--- src/rtl/median_filter_ctrl_pkg.sv ---
// Shared constants and state type for the median_filter sequencer and its datapath.
package median_filter_ctrl_pkg;

    localparam int unsigned PIX_W     = 8;
    localparam int unsigned DEF_WIDTH = 1080;
    localparam int unsigned DEF_DEPTH = 1080;

    typedef enum logic [2:0] {
        StIdle,
        StLoad,
        StSettle,
        StProc,
        StDrain
    } state_e;

endpackage

--- src/rtl/median_filter_ctrl_if.sv ---
// Stream, control and datapath-side signals of the median_filter sequencer.
interface median_filter_ctrl_if;

    logic                                     start;
    logic                                     abort;
    logic                                     busy;
    logic                                     done;
    logic                                     pix_in_valid;
    logic                                     pix_in_ready;
    logic [median_filter_ctrl_pkg::PIX_W-1:0] pix_in_data;
    logic [median_filter_ctrl_pkg::PIX_W-1:0] mf_pixel;
    logic                                     mf_enable;
    logic                                     mf_enable_process;
    logic [median_filter_ctrl_pkg::PIX_W-1:0] mf_result;
    logic                                     pix_out_valid;
    logic [median_filter_ctrl_pkg::PIX_W-1:0] pix_out_data;
    logic                                     pix_out_last;

    modport slave (
        input  start, abort, pix_in_valid, pix_in_data, mf_result,
        output busy, done, pix_in_ready, mf_pixel, mf_enable, mf_enable_process,
               pix_out_valid, pix_out_data, pix_out_last
    );

    modport master (
        output start, abort, pix_in_valid, pix_in_data, mf_result,
        input  busy, done, pix_in_ready, mf_pixel, mf_enable, mf_enable_process,
               pix_out_valid, pix_out_data, pix_out_last
    );

endinterface

--- src/rtl/median_filter_ctrl_mf_lat_pipe.sv ---
// Valid delay line matching the median_filter result latency; clearable on abort.
module mf_lat_pipe #(
    parameter int unsigned DEPTH = 1
) (
    input  logic clk,
    input  logic rst,
    input  logic i_clr,
    input  logic i_valid,
    output logic o_valid
);

    logic [DEPTH-1:0] r_pipe;

    always_ff @(posedge clk) begin
        if (rst || i_clr) begin
            r_pipe <= '0;
        end else begin
            r_pipe[0] <= i_valid;
            for (int i = 1; i < DEPTH; i++) begin
                r_pipe[i] <= r_pipe[i-1];
            end
        end
    end

    assign o_valid = r_pipe[DEPTH-1];

endmodule

--- src/rtl/median_filter_ctrl.sv ---
// Load / settle / process / drain sequencer around the median_filter datapath.
module median_filter_ctrl
    import median_filter_ctrl_pkg::*;
#(
    parameter int unsigned WIDTH         = DEF_WIDTH,
    parameter int unsigned DEPTH         = DEF_DEPTH,
    parameter int unsigned SETTLE_CYCLES = 2,
    parameter int unsigned PROC_LAT      = 1
) (
    input  logic                 clk,
    input  logic                 rst,
    median_filter_ctrl_if.slave  bus
);

    localparam int unsigned NPIX = WIDTH * DEPTH;
    localparam int unsigned CW   = $clog2(NPIX + 1);
    localparam int unsigned SW   = $clog2(SETTLE_CYCLES + 1);

    state_e             r_state, w_state_d;
    logic [CW-1:0]      r_load_cnt, w_load_cnt_d;
    logic [CW-1:0]      r_proc_cnt, w_proc_cnt_d;
    logic [CW-1:0]      r_out_cnt, w_out_cnt_d;
    logic [SW-1:0]      r_settle_cnt, w_settle_cnt_d;
    logic               r_busy, w_busy_d;
    logic               r_done, w_done_d;
    logic               r_mf_enable, w_mf_enable_d;
    logic [PIX_W-1:0]   r_mf_pixel, w_mf_pixel_d;
    logic               r_mf_proc, w_mf_proc_d;
    logic               r_pix_out_valid, w_pix_out_valid_d;
    logic [PIX_W-1:0]   r_pix_out_data, w_pix_out_data_d;
    logic               r_pix_out_last, w_pix_out_last_d;
    logic               w_ready;
    logic               w_hs;
    logic               w_lat_valid;

    assign w_ready = (r_state == StLoad);
    assign w_hs    = bus.pix_in_valid & w_ready;

    // Fed with the next-state enable so the tap lines up with mf_result sampling,
    // PROC_LAT edges after the edge that raised mf_enable_process.
    mf_lat_pipe #(
        .DEPTH (PROC_LAT)
    ) u_lat_pipe (
        .clk     (clk),
        .rst     (rst),
        .i_clr   (bus.abort),
        .i_valid (w_mf_proc_d),
        .o_valid (w_lat_valid)
    );

    always_comb begin
        w_state_d         = r_state;
        w_load_cnt_d      = r_load_cnt;
        w_proc_cnt_d      = r_proc_cnt;
        w_out_cnt_d       = r_out_cnt;
        w_settle_cnt_d    = r_settle_cnt;
        w_done_d          = 1'b0;
        w_mf_enable_d     = 1'b0;
        w_mf_pixel_d      = r_mf_pixel;
        w_mf_proc_d       = 1'b0;
        w_pix_out_valid_d = w_lat_valid;
        w_pix_out_data_d  = r_pix_out_data;
        w_pix_out_last_d  = 1'b0;

        if (w_lat_valid) begin
            w_pix_out_data_d = bus.mf_result;
            w_pix_out_last_d = (r_out_cnt == CW'(NPIX - 1));
            w_out_cnt_d      = r_out_cnt + CW'(1);
        end

        unique case (r_state)
            StIdle: begin
                if (bus.start) begin
                    w_state_d    = StLoad;
                    w_load_cnt_d = '0;
                    w_proc_cnt_d = '0;
                    w_out_cnt_d  = '0;
                end
            end
            StLoad: begin
                if (w_hs) begin
                    w_mf_enable_d = 1'b1;
                    w_mf_pixel_d  = bus.pix_in_data;
                    w_load_cnt_d  = r_load_cnt + CW'(1);
                    if (r_load_cnt == CW'(NPIX - 1)) begin
                        w_state_d      = StSettle;
                        w_settle_cnt_d = '0;
                    end
                end
            end
            StSettle: begin
                if (r_settle_cnt == SW'(SETTLE_CYCLES)) begin
                    w_state_d   = StProc;
                    w_mf_proc_d = 1'b1;
                end else begin
                    w_settle_cnt_d = r_settle_cnt + SW'(1);
                end
            end
            StProc: begin
                w_proc_cnt_d = r_proc_cnt + CW'(1);
                if (r_proc_cnt == CW'(NPIX - 1)) begin
                    w_state_d = StDrain;
                end else begin
                    w_mf_proc_d = 1'b1;
                end
            end
            StDrain: begin
                if (r_out_cnt == CW'(NPIX)) begin
                    w_done_d  = 1'b1;
                    w_state_d = StIdle;
                end
            end
            default: w_state_d = StIdle;
        endcase

        // Abort beats start and drops everything except the data holding registers.
        if (bus.abort) begin
            w_state_d         = StIdle;
            w_load_cnt_d      = '0;
            w_proc_cnt_d      = '0;
            w_out_cnt_d       = '0;
            w_settle_cnt_d    = '0;
            w_done_d          = 1'b0;
            w_mf_enable_d     = 1'b0;
            w_mf_pixel_d      = r_mf_pixel;
            w_mf_proc_d       = 1'b0;
            w_pix_out_valid_d = 1'b0;
            w_pix_out_data_d  = r_pix_out_data;
            w_pix_out_last_d  = 1'b0;
        end

        w_busy_d = (w_state_d != StIdle);
    end

    always_ff @(posedge clk) begin
        if (rst) begin
            r_state         <= StIdle;
            r_load_cnt      <= '0;
            r_proc_cnt      <= '0;
            r_out_cnt       <= '0;
            r_settle_cnt    <= '0;
            r_busy          <= 1'b0;
            r_done          <= 1'b0;
            r_mf_enable     <= 1'b0;
            r_mf_pixel      <= '0;
            r_mf_proc       <= 1'b0;
            r_pix_out_valid <= 1'b0;
            r_pix_out_data  <= '0;
            r_pix_out_last  <= 1'b0;
        end else begin
            r_state         <= w_state_d;
            r_load_cnt      <= w_load_cnt_d;
            r_proc_cnt      <= w_proc_cnt_d;
            r_out_cnt       <= w_out_cnt_d;
            r_settle_cnt    <= w_settle_cnt_d;
            r_busy          <= w_busy_d;
            r_done          <= w_done_d;
            r_mf_enable     <= w_mf_enable_d;
            r_mf_pixel      <= w_mf_pixel_d;
            r_mf_proc       <= w_mf_proc_d;
            r_pix_out_valid <= w_pix_out_valid_d;
            r_pix_out_data  <= w_pix_out_data_d;
            r_pix_out_last  <= w_pix_out_last_d;
        end
    end

    assign bus.busy              = r_busy;
    assign bus.done              = r_done;
    assign bus.pix_in_ready      = w_ready;
    assign bus.mf_pixel          = r_mf_pixel;
    assign bus.mf_enable         = r_mf_enable;
    assign bus.mf_enable_process = r_mf_proc;
    assign bus.pix_out_valid     = r_pix_out_valid;
    assign bus.pix_out_data      = r_pix_out_data;
    assign bus.pix_out_last      = r_pix_out_last;

endmodule

--- src/flat_wrapper.sv ---
// flat-port wrapper written by rule: the top's interface ports become plain ports
module median_filter_ctrl_flat import median_filter_ctrl_pkg::*;
#(
    parameter int unsigned WIDTH         = DEF_WIDTH,
    parameter int unsigned DEPTH         = DEF_DEPTH,
    parameter int unsigned SETTLE_CYCLES = 2,
    parameter int unsigned PROC_LAT      = 1
)
  (clk, rst, bus_start, bus_abort, bus_pix_in_valid, bus_pix_in_data, bus_mf_result, bus_busy, bus_done, bus_pix_in_ready, bus_mf_pixel, bus_mf_enable, bus_mf_enable_process, bus_pix_out_valid, bus_pix_out_data, bus_pix_out_last);
  median_filter_ctrl_if bus_i ();
  input  logic clk;
  input  logic rst;
  input wire logic [$bits(bus_i.start)-1:0] bus_start;
  input wire logic [$bits(bus_i.abort)-1:0] bus_abort;
  input wire logic [$bits(bus_i.pix_in_valid)-1:0] bus_pix_in_valid;
  input wire logic [$bits(bus_i.pix_in_data)-1:0] bus_pix_in_data;
  input wire logic [$bits(bus_i.mf_result)-1:0] bus_mf_result;
  output wire logic [$bits(bus_i.busy)-1:0] bus_busy;
  output wire logic [$bits(bus_i.done)-1:0] bus_done;
  output wire logic [$bits(bus_i.pix_in_ready)-1:0] bus_pix_in_ready;
  output wire logic [$bits(bus_i.mf_pixel)-1:0] bus_mf_pixel;
  output wire logic [$bits(bus_i.mf_enable)-1:0] bus_mf_enable;
  output wire logic [$bits(bus_i.mf_enable_process)-1:0] bus_mf_enable_process;
  output wire logic [$bits(bus_i.pix_out_valid)-1:0] bus_pix_out_valid;
  output wire logic [$bits(bus_i.pix_out_data)-1:0] bus_pix_out_data;
  output wire logic [$bits(bus_i.pix_out_last)-1:0] bus_pix_out_last;
  assign bus_i.start = bus_start;
  assign bus_i.abort = bus_abort;
  assign bus_i.pix_in_valid = bus_pix_in_valid;
  assign bus_i.pix_in_data = bus_pix_in_data;
  assign bus_i.mf_result = bus_mf_result;
  assign bus_busy = bus_i.busy;
  assign bus_done = bus_i.done;
  assign bus_pix_in_ready = bus_i.pix_in_ready;
  assign bus_mf_pixel = bus_i.mf_pixel;
  assign bus_mf_enable = bus_i.mf_enable;
  assign bus_mf_enable_process = bus_i.mf_enable_process;
  assign bus_pix_out_valid = bus_i.pix_out_valid;
  assign bus_pix_out_data = bus_i.pix_out_data;
  assign bus_pix_out_last = bus_i.pix_out_last;
  median_filter_ctrl #(.WIDTH(WIDTH), .DEPTH(DEPTH), .SETTLE_CYCLES(SETTLE_CYCLES), .PROC_LAT(PROC_LAT)) u_core (.clk(clk), .rst(rst), .bus(bus_i));
endmodule
--- config.mk ---
export PLATFORM = sky130hd
export DESIGN_NAME = median_filter_ctrl_flat
export DESIGN_NICKNAME = d
export VERILOG_FILES = /design/src/rtl/median_filter_ctrl_pkg.sv /design/src/rtl/median_filter_ctrl_if.sv /design/src/rtl/median_filter_ctrl_mf_lat_pipe.sv /design/src/rtl/median_filter_ctrl.sv /design/src/flat_wrapper.sv
export SDC_FILE = /design/constraint.sdc
export NUM_CORES = 1
export LEC_CHECK = 0
export ABC_AREA = 1
export ABC_CLOCK_PERIOD_IN_PS = 1900
export BUFFER_PORTS_ARGS = -buffer_cell sky130_fd_sc_hd__buf_2
export CAP_MARGIN = 20
export CORE_MARGIN = 2
export CORE_UTILIZATION = 59
export CTS_CLUSTER_SIZE = 14
export DETAILED_ROUTE_END_ITERATION = 10
export PLACE_DENSITY = 0.8
export SYNTH_ARGS = -nofsm -noshare
export SYNTH_HDL_FRONTEND = slang
export SYNTH_SLANG_ARGS = --single-unit
--- constraint.sdc ---
create_clock -name clk -period 1.9 [get_ports clk]
set_input_delay 0.095 -clock clk [delete_from_list [all_inputs] [get_ports clk]]
set_output_delay 0.095 -clock clk [all_outputs]
set_load 0.01 [all_outputs]
==> results of run 1 <==
## path summary, 6_finish.rpt
kind / startpoint / to / slack [ns] / cells after the start
worst min register to register: u_core.r_out_cnt[19] / u_core.r_out_cnt[19] / 0.47 / 2
worst max register to register: u_core.r_proc_cnt[0] / u_core.r_proc_cnt[20] / 0.22 / 10
worst min-delay path: bus_pix_in_data[6] / u_core.bus.mf_pixel[6] / 0.01 / 3
worst max-delay path: u_core.r_proc_cnt[0] / u_core.r_proc_cnt[20] / 0.22 / 10
## critical path, cell delays in order (launching register included)
cell and delay [ns]:
dfxtp_1 0.38, ha_1 0.20, nand3_1 0.12, nor2_2 0.23, nand2_1 0.11, nor2_1 0.17, nand2_1 0.10, nor2_1 0.13
nand2_1 0.06, nand2_1 0.05, nor2_1 0.04
## per-stage QoR
step / area, µm² / util / hold WS (ns) / cells / power (W)
final: 5174 / 0.7095 / 0.01430 / 828 / 0.003451
after floorplan: 4454 / - / 0.2299 / 656 / 0.002054
after global placement: 4822 / 0.6613 / 0.3191 / 798 / 0.002116
after global routing: 5174 / 0.7095 / 0.01416 / 828 / 0.003590
after CTS: 5151 / 0.7064 / 0.002004 / 826 / 0.003477
after detailed placement: 4822 / 0.6613 / 0.3238 / 798 / 0.002119
## layout make-up
cell class | count | area, µm² | area share
multi-input cells | 475 | 2288 | 0.4423
flip-flops and latches | 91 | 1822 | 0.3521
repair buffers | 67 | 430.4 | 0.08319
inverters | 80 | 300.3 | 0.05804
clock buffers | 10 | 137.6 | 0.02660
well taps | 99 | 123.9 | 0.02394
clock inverters | 6 | 71.32 | 0.01378
## routing by layer
layer | GRT usage | vias to the layer above | routed length [µm]
met5 | 0 | - | 0
met4 | 0.1023 | 0 | 229
met3 | 0.05259 | 20 | 415
met2 | 0.4789 | 90 | 5316
met1 | 0.2877 | 2003 | 4368
li1 | - | 2258 | -
## kinds of logic after synthesis
group,share of synthesized area
adder cells (fa/ha/maj),0.01404
buffers and inverters,0.07781
flip-flops,0.4090
AND/OR/NAND/NOR,0.3587
XOR/XNOR,0.01573
AO/OA/AOI/OAI,0.1247
## layout by cell type, fill, tap and decap left out, types with 3 or more instances in the layout
cell type,instances
inv_2,5
nand2_1,145
xor2_1,6
nor3_2,3
nor3_1,12
inv_1,73
a21oi_1,55
dfxtp_1,91
o21bai_1,3
clkbuf_8,10
buf_2,43
nor2_1,111
nor2_4,3
o21ai_1,7
buf_4,10
nand2_2,4
nand3b_1,3
nor3_4,3
nand3_1,50
nand4_1,11
o21ai_0,32
ha_1,5
dlygate4sd3_1,14
## state kept, by name (all words and copies together) (netlist names), 2 cells and up
register and cells:
u_core.r_load_cnt 21, u_core.r_out_cnt 21, u_core.r_proc_cnt 21, u_core.bus.mf_pixel 8
u_core.bus.pix_out_data 8, u_core.r_state 3, u_core.r_settle_cnt 2
## power breakdown
| group | leakage [nW] | switching (W) | internal [W] |
|---|---|---|---|
| clock | 0.0995 | 0.000698 | 0.000655 |
| sequential | 0.733 | 0.00000506 | 0.00191 |
| combinational | 1.19 | 0.000109 | 0.0000721 |
## what timing repair did
item | 4_1_cts | 5_1_grt
setup endpoints to repair | 0 | 4
hold buffers | 12 | 2
gates resized for setup | 0 | 1
hold endpoints to repair | 12 | 2
==> flow_summary.json, run 1 <==
{
  "synth_top_area_share": 0.4090,
  "period_minus_slack_ns": 1.682,
  "yosysMostFrequentCell": "nand2_1",
  "synth_common_cells": "145 x nand2_1, 112 x nor2_1, 91 x dfxtp_1",
  "areaGrowthSynthToFinish_pct": 16.15,
  "synth_area_leaders": "dfxtp_1 41%, nand2_1 12%, nor2_1 9.4%, a21oi_1 6.2%, inv_1 6.2%",
  "hold_violations": 0,
  "routed_wl_um": 10330,
  "drc": 0,
  "dp_slack_ns": 0.1591,
  "cts_setup_buffers": 0,
  "ys_ff_latch": 91,
  "ir_drop_uv": 511.0,
  "synth_top_area_cell": "dfxtp_1",
  "period_share": 0.8851,
  "netlist_instances": 656,
  "die_w_um": 90.89,
  "tns_ns": 0,
  "nets": 750,
  "antenna_found_initial": 0,
  "drive_gt1_frac": 0.1303,
  "clockRootBuffer": "clkbuf_8",
  "clock-sinks": 91,
  "clock.fmax_ghz": 0.5946,
  "synth_edf_count": 0,
  "gr-total-overflow": 0,
  "clock_latency_ns": 0.36,
  "synth.avg_cell_area_um2": 6.790,
  "ant_nets": 0,
  "async_flop_share": 0,
  "drtPass1Iterations": 5,
  "max-slew-margin-rel": 0.7290,
  "cp-start-kind": "flop",
  "post_drt_wl_per_cell_um": 12.47,
  "finalSetupViolations": 0,
  "power.density_mw_per_mm2": 667.0,
  "post_drt_via_cell_ratio": 5.279,
  "max-clock-path-buffers": 2,
  "ys_types": 40,
  "dr_total_vias": 4371,
  "worstPathRequired_ns": 2.16,
  "gp_congestion": 0.8793,
  "grt_usage": 0.2583,
  "die_area_mm2": 0.008261,
  "syn-num-nets": 682,
  "worst_slew_pin_slew_ns": 0.4034,
  "grt_pass1_vias": 4137,
  "cts_inserted_buffers": 9,
  "pin_count": 44,
  "portBuffers": 43,
  "dominantRegCellSynth": "dfxtp_1",
  "grt_pass1_wl_um": 17630,
  "slew_violations": 0,
  "grt_start_max_net_pins": 18,
  "n_fill_cell": 628,
  "start_util": 0.6108,
  "cts_tree": "built",
  "num_antenna_cells": 0,
  "drt_iter0_drc": 214,
  "crit_arrival_ns": 1.94,
  "netlist_area_mm2": 0.004454,
  "clk_pin_slew_ns": 0.09,
  "finClkSkew_ns": 0.009668,
  "outcome": "complete, no violations",
  "hp-class": "input pin to flop",
  "seq_area_frac_synth": 0.4090,
  "cp-end-kind": "flop",
  "path_max_fanout": 6,
  "rsz0062_at_grt": "false",
  "cts.htree.levels": 3,
  "fp.coreArea_mm2": 0.007292,
  "p_leak_nw": 2.024,
  "maxCapViolCount": 0,
  "dpl.hpwl_um": 7523,
  "die_h_um": 90.89,
  "yosysWarnings": 0,
  "critPathKind": "flop to flop",
  "worst_slack_ns": 0.2183,
  "row_count": 31
}
Note: power is estimated with default switching activity, not from simulation.
==> inputs of run 2 (changes only) <==
Settings changed: REMOVE_ABC_BUFFERS set to 1.
==> run 2 against run 1 <==
  * Clock skew shrank 0.0012 ns
  * Routed wire length shrank 1.0%
  * Sequential power is essentially flat
  * Global-route usage shrank 0.38 points
  * Fmax grew 1.4%
  * Non-clock buffer count shrank 4
==> flow_summary.json, run 2 (same netlist as run 1, synthesis figures left out) <==
{
  "clk_pin_slew_ns": 0.09,
  "startpoint": "u_core.r_proc_cnt[0]",
  "slew_violations": 0,
  "antenna_found_initial": 0,
  "cp-start-kind": "flop",
  "r2r_end": "u_core.r_proc_cnt[20]",
  "path_cells": "ha_1, nand3_1, nor2_2, nand2_1, nor2_1, nand2_1, nor2_1, nand2_1, nand2_1, nor2_1",
  "gp_congestion": 0.8797,
  "dpl.hpwl_um": 7198,
  "min_path_cells": 3,
  "die_w_um": 90.89,
  "maxCapViolCount": 0,
  "met2WireLength_um": 5096,
  "max-slew-margin-rel": 0.6996,
  "cp_slowest_stage_delay_ns": 0.38,
  "worstHoldEndpoint": "u_core.bus.mf_pixel[7]",
  "largestRegisters": "u_core.r_load_cnt x21, u_core.r_out_cnt x21, u_core.r_proc_cnt x21",
  "critPathKind": "flop to flop",
  "drc": 0,
  "period_minus_slack_ns": 1.659,
  "post_drt_wl_per_cell_um": 12.41,
  "wl_met3_um": 504,
  "worstPathRequired_ns": 2.16,
  "outcome": "complete, no violations",
  "clock_latency_ns": 0.36,
  "final_cells": 824,
  "period_share": 0.8733,
  "worst_slew_pin_slew_ns": 0.4489,
  "wl_met1_um": 4404,
  "drt_iter0_drc": 215,
  "grt_usage": 0.2546,
  "grt_pass1_wl_um": 17450,
  "dpl.cell_count": 793,
  "dpl_cell_area_mm2": 0.004785,
  "hp-class": "input pin to flop",
  "clock-sinks": 91,
  "grt_pass1_vias": 4109,
  "reg2reg_depth": 10,
  "critPathMostFrequentCell": "nand2_1",
  "path_max_fanout": 6,
  "ant_nets": 0,
  "routed_wl_um": 10230,
  "fp.coreArea_mm2": 0.007292,
  "design_area_mm2": 0.005146,
  "cts_tree": "built",
  "nets": 746,
  "max-clock-path-buffers": 2,
  "gr-total-overflow": 0,
  "cpMaxStageDelayCell": "dfxtp_1",
  "drtPass1Iterations": 4,
  "tns_ns": 0,
  "rsz0062_at_grt": "false",
  "cp-end-kind": "flop",
  "cts.htree.levels": 3,
  "row_count": 31,
  "start_util": 0.6108,
  "finalSetupViolations": 0,
  "pin_count": 44,
  "highest_layer": "met4",
  "die_area_mm2": 0.008261,
  "regToRegStartpoint": "u_core.r_proc_cnt[0]",
  "grt_start_max_net_pins": 26,
  "die_h_um": 90.89,
  "finClkSkew_ns": 0.008502,
  "clock.fmax_ghz": 0.6027,
  "portBuffers": 43,
  "num_antenna_cells": 0,
  "mostFrequentLayoutCells": "145 x nand2_1, 111 x nor2_1, 91 x dfxtp_1, 73 x inv_1, 55 x a21oi_1",
  "n_fill_cell": 633,
  "r2r_slack_ns": 0.24,
  "post_drt_via_cell_ratio": 5.300,
  "power.density_mw_per_mm2": 672.7,
  "dr_total_vias": 4367,
  "p_leak_nw": 2.004,
  "cts_inserted_buffers": 9,
  "areaGrowthSynthToFinish_pct": 15.53,
  "drive_gt1_frac": 0.1241,
  "clockRootBuffer": "clkbuf_8",
  "final_common_cell": "nand2_1",
  "ir_drop_uv": 515.8,
  "holdCritStartpoint": "bus_pix_in_data[7]",
  "hold_violations": 0,
  "crit_arrival_ns": 1.92
}
==> run 2: cell count changes in the layout (fill, tap and decap cells not counted) <==
cell           previous run  this run
dlygate4sd3_1            14        15
buf_4                    10         5
==> run 2: worst max path at each step <==
| stage | endpoint | slack [ns] | cells past startpoint |
|---|---|---|---|
| 5_1_grt | u_core.r_proc_cnt[20] | 0.07 | 10 |
| 3_3_place_gp | u_core.r_proc_cnt[20] | 0.25 | 10 |
| 2_1_floorplan | u_core.r_load_cnt[11] | 0.25 | 7 |
| 6_report | u_core.r_proc_cnt[20] | 0.24 | 10 |
| 3_5_place_dp | u_core.r_proc_cnt[20] | 0.18 | 10 |
| 4_1_cts | u_core.r_proc_cnt[20] | 0.17 | 10 |
==> run 2: area by class of cell <==
type                            count  area, µm²  share of cell area
Clock buffer                       10      137.6             0.02674
Multi-Input combinational cell    475       2288              0.4447
Clock inverter                      6      71.32             0.01386
Timing Repair Buffer               63      402.9             0.07829
Tap cell                           99      123.9             0.02407
Sequential cell                    91       1822              0.3540
Inverter                           80      300.3             0.05835
==> run 2: stage by stage <==
stage                     worst slack, ns  hold WS, ns  total power [W]    util
final                              0.2407      0.03182         0.003462  0.7057
after global routing              0.06992      0.02897         0.003581  0.7057
after CTS                          0.1741     0.004362         0.003485  0.7054
after detailed placement           0.1791       0.3234         0.002111  0.6561
after global placement             0.2465       0.3176         0.002109  0.6561
after floorplan                    0.2490       0.1641         0.002045       -
==> run 2: critical path, delay by kind of cell (launching register included) <==
family	cells	cell delay [ns]
fa+ha+maj	1	0.20
flops	1	0.38
simple gates	9	0.98
==> run 2: metal layers <==
metal / track usage / vias up
met4: 0.09343 / 0
met3: 0.05593 / 22
li1: - / 2257
met2: 0.4465 / 127
met5: 0 / -
met1: 0.3054 / 1961
==> run 2: power breakdown <==
group / total, W / switching [W] / internal [W] / leakage (nW)
clock network: 0.00137 / 0.000714 / 0.000655 / 0.0995
logic: 0.000175 / 0.000106 / 0.0000689 / 1.17
registers: 0.00192 / 0.00000576 / 0.00191 / 0.733
==> run 2: repair_timing <==
action / in CTS / in global routing
hold buffers: 15 / 0
hold endpoints to repair: 15 / 0
resized for setup: 0 / 1
buffers inserted: 0 / 0
setup endpoints to repair: 0 / 1
==> inputs of run 3 (changes only) <==
--- a/config.mk
+++ b/config.mk
@@ -8,3 +8,3 @@
 export ABC_AREA = 1
-export ABC_CLOCK_PERIOD_IN_PS = 1900
+export ABC_CLOCK_PERIOD_IN_PS = 1700
 export BUFFER_PORTS_ARGS = -buffer_cell sky130_fd_sc_hd__buf_2
@@ -12,6 +12,5 @@
 export CORE_MARGIN = 2
-export CORE_UTILIZATION = 59
+export CORE_UTILIZATION = 40
 export CTS_CLUSTER_SIZE = 14
 export DETAILED_ROUTE_END_ITERATION = 10
-export PLACE_DENSITY = 0.8
 export REMOVE_ABC_BUFFERS = 1
==> constraint.sdc (replaced) <==
create_clock -name clk -period 1.7 [get_ports clk]
set_input_delay 0.17 -clock clk [delete_from_list [all_inputs] [get_ports clk]]
set_output_delay 0.17 -clock clk [all_outputs]
set_load 0.01 [all_outputs]
==> run 3 against run 2 <==
  * Final area increased by 1.1%
  * Clock-buffer cell count is 5 higher
  * Combinational power increased by 3%
  * Global-route usage shrank 6.7 points
  * Register-to-register slack worse by 0.11 ns
  * Non-clock buffer count fell by 1
  * Critical path type unchanged
==> flow_summary.json, run 3 (same netlist as run 1, synthesis figures left out) <==
{
  "row_count": 38,
  "max-slew-margin-rel": 0.6740,
  "min_path_cells": 3,
  "post_drt_wl_per_cell_um": 12.12,
  "reg2reg_depth": 9,
  "final_common_cell": "nand2_1",
  "die_w_um": 109.5,
  "grt_start_max_net_pins": 19,
  "mostFrequentLayoutCells": "144 x nand2_1, 107 x nor2_1, 87 x dfxtp_1, 72 x inv_1, 55 x a21oi_1",
  "ff_latch_area_mm2": 0.001827,
  "gr-total-overflow": 0,
  "power.density_mw_per_mm2": 722.5,
  "cp_slowest_stage_delay_ns": 0.35,
  "critPathMostFrequentCell": "buf_4",
  "hp-class": "input pin to flop",
  "grt_pass1_wl_um": 17790,
  "multi_input_area_mm2": 0.002344,
  "drive_gt1_frac": 0.1602,
  "nets": 745,
  "n_fill_cell": 1128,
  "dpl.hpwl_um": 7592,
  "critPathKind": "flop to flop",
  "hold_violations": 0,
  "maxCapViolCount": 0,
  "cp-start-kind": "flop",
  "worstHoldEndpoint": "u_core.bus.pix_out_data[3]",
  "fp.coreArea_mm2": 0.01084,
  "antenna_found_initial": 0,
  "die_area_mm2": 0.01200,
  "post_drt_via_cell_ratio": 4.948,
  "cpMaxStageDelayCell": "dfxtp_1",
  "regToRegStartpoint": "u_core.r_proc_cnt[0]",
  "finalSetupViolations": 0,
  "crit_arrival_ns": 1.84,
  "p_leak_nw": 2.043,
  "cp-end-kind": "flop",
  "die_h_um": 109.5,
  "drc": 0,
  "ir_drop_uv": 556.7,
  "cts.htree.levels": 3,
  "worstPathRequired_ns": 1.96,
  "cts_tree": "built",
  "clock.fmax_ghz": 0.6367,
  "worst_slew_pin_slew_ns": 0.4884,
  "clockRootBuffer": "clkbuf_8",
  "portBuffers": 43,
  "path_max_fanout": 5,
  "drt_iter0_drc": 314,
  "gp_congestion": 0.8581,
  "path_cells": "buf_4, nand3_2, nor2_2, nand2_2, nor3_4, buf_4, nand3_1, nand2_1, a21oi_1",
  "clock_latency_ns": 0.37,
  "hold_ws_ns": 0.01852,
  "num_antenna_cells": 0,
  "max-clock-path-buffers": 2,
  "period_minus_slack_ns": 1.571,
  "start_util": 0.4109,
  "dr_total_vias": 4275,
  "fin_util": 0.4799,
  "routed_wl_um": 10470,
  "areaGrowthSynthToFinish_pct": 16.80,
  "slew_violations": 0,
  "clk_pin_slew_ns": 0.08,
  "rsz0062_at_grt": "true",
  "outcome": "complete, no violations",
  "r2r_slack_ns": 0.13,
  "finClkSkew_ns": 0.006780,
  "period_share": 0.9239,
  "cts_inserted_buffers": 9,
  "largestRegisters": "u_core.r_load_cnt x21, u_core.r_out_cnt x21, u_core.r_proc_cnt x21",
  "clock-sinks": 91,
  "grt_usage": 0.1880,
  "design_area_mm2": 0.005202,
  "r2r_end": "u_core.r_proc_cnt[17]",
  "pin_count": 44,
  "grt_pass1_vias": 4006,
  "ant_nets": 0,
  "dpl_cell_area_mm2": 0.004903,
  "drtPass1Iterations": 4,
  "holdCritStartpoint": "bus_mf_result[3]"
}
## run 3: cell count changes in the layout (fill, tap and decap cells not counted), sizes merged
cell         before  now
dlygate4sd3      15    2
buf              48   60
clkbuf           10   15
clkinvlp          2    0
inv              80   78
bufinv            1    0
## run 3: where the power goes
part	switching (W)	internal [W]	leakage (nW)	total (W)
clock	0.000745	0.000692	0.0997	0.00144
sequential	0.00000615	0.00214	0.735	0.00214
combinational	0.000119	0.0000607	1.21	0.000180
## run 3: per-layer routing
layer | global-route usage | part of all wire | wire [µm]
met1 | 0.2374 | 0.47 | 4970
met2 | 0.3069 | 0.47 | 4902
met3 | 0.06165 | 0.047 | 494
met4 | 0.05335 | 0.0098 | 103
met5 | 0 | 0 | 0
## run 3: area by class of cell
type / instances / area share
clock buffer: 15 / 0.03583
clock inverter: 1 / 0.0009620
inverter: 80 / 0.05820
multi-input combinational: 475 / 0.4505
sequential: 91 / 0.3511
tap: 140 / 0.03367
timing repair buffer: 62 / 0.06975
## run 3: timing repair
item	CTS	global route
pin swaps	0	4
buffers inserted	0	3
setup endpoints to repair	1	16
gates resized for setup	1	21
hold buffers	2	0
endpoints found under the hold margin	2	0
## run 3: through the flow
stage,instances,setup TNS (ns),power [W],setup slack (ns)
2_1_floorplan,646,-0.02604,0.002286,-0.02604
3_3_place_gp,843,0,0.002366,0.06525
3_5_place_dp,843,-0.001903,0.002368,-0.001903
4_1_cts,861,0,0.003818,0.05288
5_1_grt,864,-0.05887,0.003910,-0.05633
6_report,864,0,0.003759,0.1294
## run 3: worst max-delay path by stage
stage,cells after the start,start,to
global placement,10,u_core.r_proc_cnt[1],u_core.r_proc_cnt[20]
detailed placement,10,u_core.r_proc_cnt[1],u_core.r_proc_cnt[20]
finish,9,u_core.r_proc_cnt[0],u_core.r_proc_cnt[17]
floorplan,7,bus_abort,u_core.r_load_cnt[11]
CTS,8,u_core.r_load_cnt[0],u_core.r_load_cnt[16]
global route,10,u_core.r_proc_cnt[0],u_core.r_proc_cnt[20]
## run 3: critical path, delay by kind of cell (launching register included)
kind / cells / cell delay (ns)
AO/OA/AOI/OAI: 1 / 0.04
buffers and inverters: 2 / 0.30
flip-flops: 1 / 0.35
AND/OR/NAND/NOR: 6 / 0.79
